**src/rtl/clmul_pkg.sv**
```systemverilog
// Shared types for the Zbc carry-less multiply unit.
package clmul_pkg;

  typedef enum logic [1:0] {
    CLMUL  = 2'b00,
    CLMULH = 2'b01,
    CLMULR = 2'b10,
    RSVD   = 2'b11
  } clmul_op_e;

  typedef enum logic [1:0] {
    IDLE = 2'b00,
    BUSY = 2'b01,
    DONE = 2'b10
  } clmul_state_e;

endpackage

```
**src/rtl/clmul_zbc_if.sv**
```systemverilog
// Request/response bus of the carry-less multiply unit.
interface clmul_zbc_if #(parameter int XLEN = 32);
  logic            in_valid;
  logic            in_ready;
  logic [1:0]      op;
  logic [XLEN-1:0] a;
  logic [XLEN-1:0] b;
  logic            out_valid;
  logic            out_ready;
  logic [XLEN-1:0] result;

  modport master (output in_valid, op, a, b, out_ready,
                  input  in_ready, out_valid, result);
  modport slave  (input  in_valid, op, a, b, out_ready,
                  output in_ready, out_valid, result);
endinterface

```
**src/rtl/clmul_step.sv**
```systemverilog
// One iteration of the carry-less multiply: XOR in BPC shifted partial products.
module clmul_step #(
  parameter int XLEN = 32,
  parameter int BPC  = 8
) (
  input  logic [2*XLEN-1:0] acc_in,
  input  logic [2*XLEN-1:0] a_sh,
  input  logic [BPC-1:0]    b_bits,
  output logic [2*XLEN-1:0] acc_out
);

  always_comb begin
    acc_out = acc_in;
    for (int i = 0; i < BPC; i++) begin
      if (b_bits[i]) acc_out = acc_out ^ (a_sh << i);
    end
  end

endmodule

```
**src/rtl/clmul_zbc.sv**
```systemverilog
// Iterative Zbc carry-less multiplier (CLMUL/CLMULH/CLMULR), BPC multiplier bits per cycle.
// state | meaning
// IDLE  | waiting for a request
// BUSY  | accumulating partial products, cnt_q steps left
// DONE  | result valid, waiting for out_ready
module clmul_zbc
  import clmul_pkg::*;
#(
  parameter int XLEN = 32,
  parameter int BPC  = 8
) (
  input  logic         clk,
  input  logic         resetn,
  input  logic         stall,
  input  logic         flush,
  clmul_zbc_if.slave   bus
);

  localparam int N     = XLEN / BPC;
  localparam int CNT_W = $clog2(N + 1);

  if (!(XLEN == 32 || XLEN == 64)) begin : g_bad_xlen
    $error("clmul_zbc: XLEN must be 32 or 64");
  end
  if (!(BPC >= 1 && BPC <= XLEN && ((BPC & (BPC - 1)) == 0))) begin : g_bad_bpc
    $error("clmul_zbc: BPC must be a power of two between 1 and XLEN");
  end

  clmul_state_e      state_q, state_d;
  clmul_op_e         op_q, op_d;
  logic [CNT_W-1:0]  cnt_q, cnt_d;
  logic [2*XLEN-1:0] acc_q, acc_d;
  logic [2*XLEN-1:0] a_sh_q, a_sh_d;
  logic [XLEN-1:0]   b_sh_q, b_sh_d;
  logic [2*XLEN-1:0] step_acc;
  logic              accept;

  clmul_step #(.XLEN(XLEN), .BPC(BPC)) u_step (
    .acc_in  (acc_q),
    .a_sh    (a_sh_q),
    .b_bits  (b_sh_q[BPC-1:0]),
    .acc_out (step_acc)
  );

  assign bus.in_ready  = !stall && ((state_q == IDLE) || (state_q == DONE && bus.out_ready));
  assign bus.out_valid = (state_q == DONE);
  assign accept        = bus.in_valid && bus.in_ready && !flush;

  always_comb begin
    case (op_q)
      CLMULH:  bus.result = acc_q[2*XLEN-1:XLEN];
      CLMULR:  bus.result = acc_q[2*XLEN-2:XLEN-1];
      default: bus.result = acc_q[XLEN-1:0];
    endcase
  end

  always_comb begin
    state_d = state_q;
    op_d    = op_q;
    cnt_d   = cnt_q;
    acc_d   = acc_q;
    a_sh_d  = a_sh_q;
    b_sh_d  = b_sh_q;
    if (flush) begin
      state_d = IDLE;
    end else if (!stall) begin
      case (state_q)
        BUSY: begin
          acc_d  = step_acc;
          a_sh_d = a_sh_q << BPC;
          b_sh_d = b_sh_q >> BPC;
          cnt_d  = cnt_q - CNT_W'(1);
          if (cnt_q == CNT_W'(1)) state_d = DONE;
        end
        DONE:    if (bus.out_ready) state_d = IDLE;
        IDLE:    state_d = IDLE;
        default: state_d = IDLE;
      endcase
      // accept is only possible from IDLE or a completing DONE
      if (accept) begin
        state_d = BUSY;
        op_d    = clmul_op_e'(bus.op);
        cnt_d   = CNT_W'(N);
        acc_d   = '0;
        a_sh_d  = {{XLEN{1'b0}}, bus.a};
        b_sh_d  = bus.b;
      end
    end
  end

  always_ff @(posedge clk) begin
    if (!resetn) begin
      state_q <= IDLE;
      op_q    <= CLMUL;
      cnt_q   <= '0;
      acc_q   <= '0;
      a_sh_q  <= '0;
      b_sh_q  <= '0;
    end else begin
      state_q <= state_d;
      op_q    <= op_d;
      cnt_q   <= cnt_d;
      acc_q   <= acc_d;
      a_sh_q  <= a_sh_d;
      b_sh_q  <= b_sh_d;
    end
  end

endmodule
```
**src/flat_wrapper.sv**
```systemverilog
// flat-port wrapper written by rule: the top's interface ports become plain ports
module clmul_zbc_flat import clmul_pkg::*;
#(
  parameter int XLEN = 32,
  parameter int BPC  = 8
)
  (clk, resetn, stall, flush, bus_in_valid, bus_op, bus_a, bus_b, bus_out_ready, bus_in_ready, bus_out_valid, bus_result);
  clmul_zbc_if #(.XLEN(XLEN)) bus_i ();
  input  logic clk;
  input  logic resetn;
  input  logic stall;
  input  logic flush;
  input wire logic [$bits(bus_i.in_valid)-1:0] bus_in_valid;
  input wire logic [$bits(bus_i.op)-1:0] bus_op;
  input wire logic [$bits(bus_i.a)-1:0] bus_a;
  input wire logic [$bits(bus_i.b)-1:0] bus_b;
  input wire logic [$bits(bus_i.out_ready)-1:0] bus_out_ready;
  output wire logic [$bits(bus_i.in_ready)-1:0] bus_in_ready;
  output wire logic [$bits(bus_i.out_valid)-1:0] bus_out_valid;
  output wire logic [$bits(bus_i.result)-1:0] bus_result;
  assign bus_i.in_valid = bus_in_valid;
  assign bus_i.op = bus_op;
  assign bus_i.a = bus_a;
  assign bus_i.b = bus_b;
  assign bus_i.out_ready = bus_out_ready;
  assign bus_in_ready = bus_i.in_ready;
  assign bus_out_valid = bus_i.out_valid;
  assign bus_result = bus_i.result;
  clmul_zbc #(.XLEN(XLEN), .BPC(BPC)) u_core (.clk(clk), .resetn(resetn), .stall(stall), .flush(flush), .bus(bus_i));
endmodule
```
**config.mk**
```make
export PLATFORM = sky130hd
export DESIGN_NAME = clmul_zbc_flat
export DESIGN_NICKNAME = d
export VERILOG_FILES = /design/src/rtl/clmul_pkg.sv /design/src/rtl/clmul_zbc_if.sv /design/src/rtl/clmul_step.sv /design/src/rtl/clmul_zbc.sv /design/src/flat_wrapper.sv
export SDC_FILE = /design/constraint.sdc
export NUM_CORES = 1
export LEC_CHECK = 0
export BUFFER_PORTS_ARGS = -buffer_cell sky130_fd_sc_hd__buf_2
export CAP_MARGIN = 20
export CORE_ASPECT_RATIO = 0.8
export CORE_MARGIN = 2
export CORE_UTILIZATION = 35
export CTS_BUF_LIST = sky130_fd_sc_hd__clkbuf_16
export CTS_CLUSTER_DIAMETER = 150
export DETAILED_ROUTE_END_ITERATION = 6
export GPL_TIMING_DRIVEN = 0
export PLACE_DENSITY = 0.6
export RECOVER_POWER = 100
export SYNTH_ARGS = -nofsm -noshare
export SYNTH_HDL_FRONTEND = slang
export SYNTH_SLANG_ARGS = --single-unit
export TNS_END_PERCENT = 5
```
**constraint.sdc**
```tcl
create_clock -name clk -period 1.6 [get_ports clk]
set_input_delay 0.24 -clock clk [delete_from_list [all_inputs] [get_ports clk]]
set_output_delay 0.24 -clock clk [all_outputs]
set_load 0.005 [all_outputs]
```
# Word level (Yosys, flattened, before mapping)
# Cells that the tools add are included.
# op_classes
n_addsub	1
reduce_logical	13
bitwise_logic	11
eq_ne	7
mux	21
# ops
op	count
$mux W64	12
$xor A64 B64 Y64	8
$mux W32	2
$pmux W32 S2	1
$reduce_and A3 Y1	3
$mux W2	3
$mux W3	2
$eq A2 B1 Y1 const B	2
$eq A2 B2 Y1 const B	2
$logic_and A1 B1 Y1	4
$pmux W2 S2	1
$eq A3 B1 Y1 const B	1
$ne A3 B1 Y1 const B	1
$ne A3 B2 Y1 const B	1
$not A1 Y1	3
$sub A3 B1 Y3 const B	1
$logic_not A1 Y1	2
$logic_not A2 Y1	1
$reduce_bool A2 Y1	1
$reduce_or A2 Y1	1
$logic_or A1 B1 Y1	1
# word_totals
out_inout_bits	34
word_cells	59
ff_bits	167
input_bits	72

# Logic depth before layout (Yosys ltp)
# logic_depth
ltp_word	18
depth_mapped	9
mapped_depth_nobuf	6

# Modules after synthesis
# A second synthesis with hierarchy kept.
# hier_totals
hier_cells	1767
area_unflattened_um2	13908.3
# by_module_without_submodules
module	area_per_inst_um2	n_inst	cells_per_inst
clmul_step	7085.5	1	1022
clmul_zbc	6822.8	1	745

# Worst setup path before layout
# OpenSTA, ideal clock, no wires.
# synth_timing
path_type	flip-flop to flip-flop
start	register u_core.b_sh_q[1]
end	register u_core.acc_q[33]
stages_incl_launch_ff	9
setup_time_ns	0.117
path_slack_ns	0.030
t_required_ns	1.483
arrival_ns	1.453
period_less_slack_ns	1.570
path_cell_list	dfxtp_1 -> buf_2 -> buf_2 -> buf_2 -> nand2_1 -> xnor2_1 -> xnor2_1 -> xnor2_1 -> a22o_1
# synth_between
elab_chain_cells	15
# synth_rtl
item	line_no	source
start, declared	clmul_zbc.sv:34	logic [XLEN-1:0] b_sh_q, b_sh_d;
start signal, assigned	clmul_zbc.sv:105	b_sh_q <= b_sh_d;
$mux W64 *	clmul_step.sv:15	if (b_bits[i]) acc_out = acc_out ^ (a_sh << i);
$xor A64 B64 Y64	clmul_step.sv:15	
$mux W64 *	clmul_step.sv:15	
$xor A64 B64 Y64	clmul_step.sv:15	
$mux W64 *	clmul_step.sv:15	
$xor A64 B64 Y64	clmul_step.sv:15	
$mux W64 *	clmul_step.sv:15	
$xor A64 B64 Y64	clmul_step.sv:15	
$mux W64 *	clmul_step.sv:15	
$xor A64 B64 Y64	clmul_step.sv:15	
$mux W64 *	clmul_step.sv:15	
$xor A64 B64 Y64	clmul_step.sv:15	
$mux W64 *	clmul_step.sv:15	
$mux W64 *	clmul_zbc.sv:67	case (state_q)
$mux W64 *	clmul_zbc.sv:80	if (accept) begin
end signal, assigned	clmul_zbc.sv:96	acc_q <= '0;
end signal, assigned	clmul_zbc.sv:103	acc_q <= acc_d;
end, declared	clmul_zbc.sv:32	logic [2*XLEN-1:0] acc_q, acc_d;
# Every way passes the cells marked *; elsewhere a longest branch is shown, timed or not. The select of a mux whose other input is x is not followed.
# A chain may end at the register's enable or synchronous reset.

# Final worst setup path
# layout_timing
start	register u_core.op_q[0]
end	output bus_result[16]
# layout_between
elab_chain_cells	2
# layout_rtl
item	line_no	source
start, declared	clmul_zbc.sv:30	clmul_op_e op_q, op_d;
start signal, assigned	clmul_zbc.sv:101	op_q <= op_d;
$eq A2 B2 Y1 or $eq A2 B1 Y1 (tied branches)	clmul_zbc.sv:50	case (op_q)
$pmux W32 S2 *	clmul_zbc.sv:50	
end, declared	flat_wrapper.sv:20	output wire logic [$bits(bus_i.result)-1:0] bus_result;
# Every way passes the cells marked *; elsewhere a longest branch is shown, timed or not.

==> metrics.md <==
| Metric | Value |
|---|---|
| Status | `complete, but fails checks` |
| Failing checks | `negative setup slack` |
| Clock slew at reported path FFs | `80 ps` |
| Simple-gate share of the synthesized area | `19.63%` |
| Worst ir drop on vdd | `0.0007474 V` |
| Share of layout cells above drive strength 1 | `20.79%` |
| # fillers | `3642` |
| Total die area | `39170 µm²` |
| Worst Setup SP | `u_core.op_q[0]$_SDFFE_PN0P_` |
| GRT Util Overall | `25.60%` |
| Final Hold Viols | `0` |
| Part of the cycle the worst path needs | `132.0%` |
| Setup ws final | `-512.7 ps` |
| Avg Vias per Cell | `5.352` |
| Post-Synthesis Cells | `1770` |
| RSZ-0062 raised after global routing | `yes` |
| Synth Area in Compound Gates | `16.00%` |
| Sequential share of the synthesized area | `25.41%` |
| GRT met2 Usage | `37.03%` |
| Starting DRC count in detailed routing | `1230` |
| Largest net degree at the start of global routing | `20` |
| DRC viols | `0` |
| Vias in the first global route | `12.27k` |
| Global routing usage on met3 | `8.158%` |
| Via count | `12.92k` |
| Antenna violations before repair | `4` |
| Crit path arrival time | `1870 ps` |
| Pwr dens | `604.8 nW/µm²` |
| Min-delay src | `bus_b[26]` |
| Worst setup SP type | `flop` |
| Max-cap violations | `0` |
| CP max stage delay | `400 ps` |
| Area added between synthesis and finish | `24.53%` |
| R2r startpoint | `u_core.state_q[1]$_SDFFE_PP0P_` |
| End point of the critical path | `bus_result[16]` |
| I/O Buffers | `105` |
| Synth Area in XOR/XNOR | `32.22%` |
| Leading cell type in the layout, fill and taps excluded | `nand2_1` |
| Total grt overflow | `0` |
| Antenna-violating nets left | `0` |
| Post-detail-place hpwl | `35440 µm` |
| Critical-path cell list | `inv_2 > ha_4 > buf_8 > clkbuf_16 > o21ai_4 > buf_2` |
| Die Y | `177.4 µm` |
| Boundary Pins | `106` |
| Reg-to-Reg End | `u_core.acc_q[53]$_SDFFE_PN0P_` |
| Synth Area in Adders | `0.3804%` |
| Critical setup path kind | `reg2out` |
| Crit path capture type | `output port` |
| Worst Max-Slew Pin Slew | `867.7 ps` |
| Total CTS buffers | `17` |
| Post-route minimum period | `2113 ps` |
| Max-slew headroom | `42.15%` |
| Largest fanout on the critical path | `5` |
| Htree depth | `4` |
| RePlAce Congestion | `0.9546` |
| Total Routed Length | `50060 µm` |
| Synth unique cells | `29` |
| CTS Buffer Depth | `2` |
| Avg Synthesized Cell Area | `7.433 µm²` |
| Starting Density | `35.51%` |
| Synthesized cell area | `13160 µm²` |
| Syn Nets | `1846` |
| R2R depth | `7` |
| Main combinational cell family by area after synthesis | `XOR/XNOR gates` |
| Grt peak-use layer | `met2` |
| Rows | `63` |
| Hold Path Class | `in2reg` |
| Post-placement cell area | `14290 µm²` |
| Cell area after layout | `16380 µm²` |
| Root Buffer Master | `clkbuf_16` |
| Syn. warnings | `0` |
| Register bit total from synthesis | `167` |
| Clk_lat worst skew | `480 ps` |
| Worst path slowest cell | `dfxtp_4` |
| Worst Skew | `14.54 ps` |
| DRT Pass-1 Iters | `5` |
| Worst path required time | `1360 ps` |
| Leakage power total | `5.116 nW` |
| Placed Cells | `2362` |
| Pwr Total | `0.009909 W` |
| Die X | `220.8 µm` |
| Routing usage on met1 | `35.14%` |
| Multiplexer share of the synthesized area | `0%` |
| Area of the core | `37050 µm²` |
| Wire length per cell | `20.74 µm` |
| Most frequent cells in the layout | `nand2_1 (553), xnor2_1 (356), dfxtp_1 (162), buf_2 (124), xor2_1 (124)` |
| FMAX | `0.4733 GHz` |
| Final-report setup violation count | `181` |
| CTS sink count | `167` |
| Nets | `1987` |
| Reg-to-reg slack, setup | `-280 ps` |
| First-pass GRT wire length | `74950 µm` |
| CTS tree | `yes` |
| Slew Limit Fails | `0` |
| Non-Filler Instances | `2414` |
critical path: cells and delay by family, from the launching register on:
family | cells | cell delay, ps
buf+inv | 4 | 510
compound gates | 1 | 220
fa+ha+maj | 1 | 260
flops | 1 | 400
how the worst min path moves through the flow:
stage | end | depth (start not counted) | slack [ps]
floorplan | u_core.op_q[1]$_SDFFE_PN0P_ | 2 | 370
global placement | u_core.b_sh_q[12]$_SDFFE_PN0P_ | 2 | 440
detailed placement | u_core.b_sh_q[13]$_SDFFE_PN0P_ | 2 | 450
CTS | u_core.b_sh_q[26]$_SDFFE_PN0P_ | 3 | 1
global route | u_core.a_sh_q[4]$_SDFFE_PN0P_ | 3 | 6
finish | u_core.b_sh_q[26]$_SDFFE_PN0P_ | 3 | 7
area by class of cell:
class                   count  area, µm²  area share (%)
diodes                      3      7.507         0.04582
plain buffers             175       1458           8.897
clock buffers              17      425.4           2.597
clock inverters            15      202.7           1.237
inverters                   6      22.52          0.1375
multi-input cells        1421       9553           58.31
flip-flops and latches    167       3357           20.49
well taps                 487      609.3           3.719
repair buffers            123      748.2           4.567
registers in the layout (all words and copies together) (netlist names):
| name | flops |
|---|---|
| u_core.a_sh_q | 64 |
| u_core.acc_q | 64 |
| u_core.b_sh_q | 32 |
| u_core.cnt_q | 3 |
| u_core.op_q | 2 |
| u_core.state_q | 2 |
what timing repair did:
item	CTS	global route
gates resized for setup	346	56
endpoints found under the setup margin	196	198
hold endpoints to repair	1	0
buffers inserted	10	1
gates cloned	3	3
pin swaps	19	12
hold buffers	1	0
Yosys cell counts, drive strengths merged:
library cell  instances  share of area (%)
a22o                 57                3.8
nand2b                3               0.14
nand2               575                 16
buf                  79                3.4
xnor2               360                 24
clkbuf               97                2.8
nor2b                40                1.9
a311oi                1              0.067
a22oi               129                7.4
and2                  3               0.14
a21boi               49                2.8
nand3                 1              0.038
xor2                124                8.3
ha                    4               0.38
nor3                  1               0.12
a211oi                1              0.095
or3                   1              0.048
dfxtp               167                 25
clkinv                1              0.029
inv                   5               0.14
nand3b                1              0.086
a2111oi               1               0.21
a21oi                 6               0.23
nor2                 26               0.74
o21ai                38                1.4
metal layers:
layer  vias to the layer above  wire length [µm]
met4                         2              1749
met3                       112              5683
met5                         -                13
met1                      6154             21760
li1                       5955                 -
met2                       697             20850
cells by family after synthesis:
| group | Yosys count |
|---|---|
| compound gates | 282 |
| simple gates | 651 |
| xor+xnor | 484 |
| fa+ha+maj | 4 |
| flops | 167 |
| buf+inv | 182 |
through the flow:
step | utilization [%] | hold slack [ps] | setup WS, ps | setup TNS (ps)
6_report | 44.22 | 6.796 | -512.7 | -35280
5_1_grt | 44.21 | 5.949 | -550.5 | -49550
4_1_cts | 43.62 | 1.117 | -478.5 | -28990
3_5_place_dp | 38.57 | 446.0 | -779.9 | -113400
3_3_place_gp | 38.57 | 442.0 | -726.7 | -104900
2_1_floorplan | - | 374.8 | 30.49 | 0
power by group:
group	switching [W]	total (W)	leakage, nW	internal, W
sequential	0.0000318	0.00424	1.35	0.00421
combinational	0.000737	0.00118	3.46	0.000447
clock	0.00222	0.00449	0.304	0.00227
(Power assumes the default switching activity.)
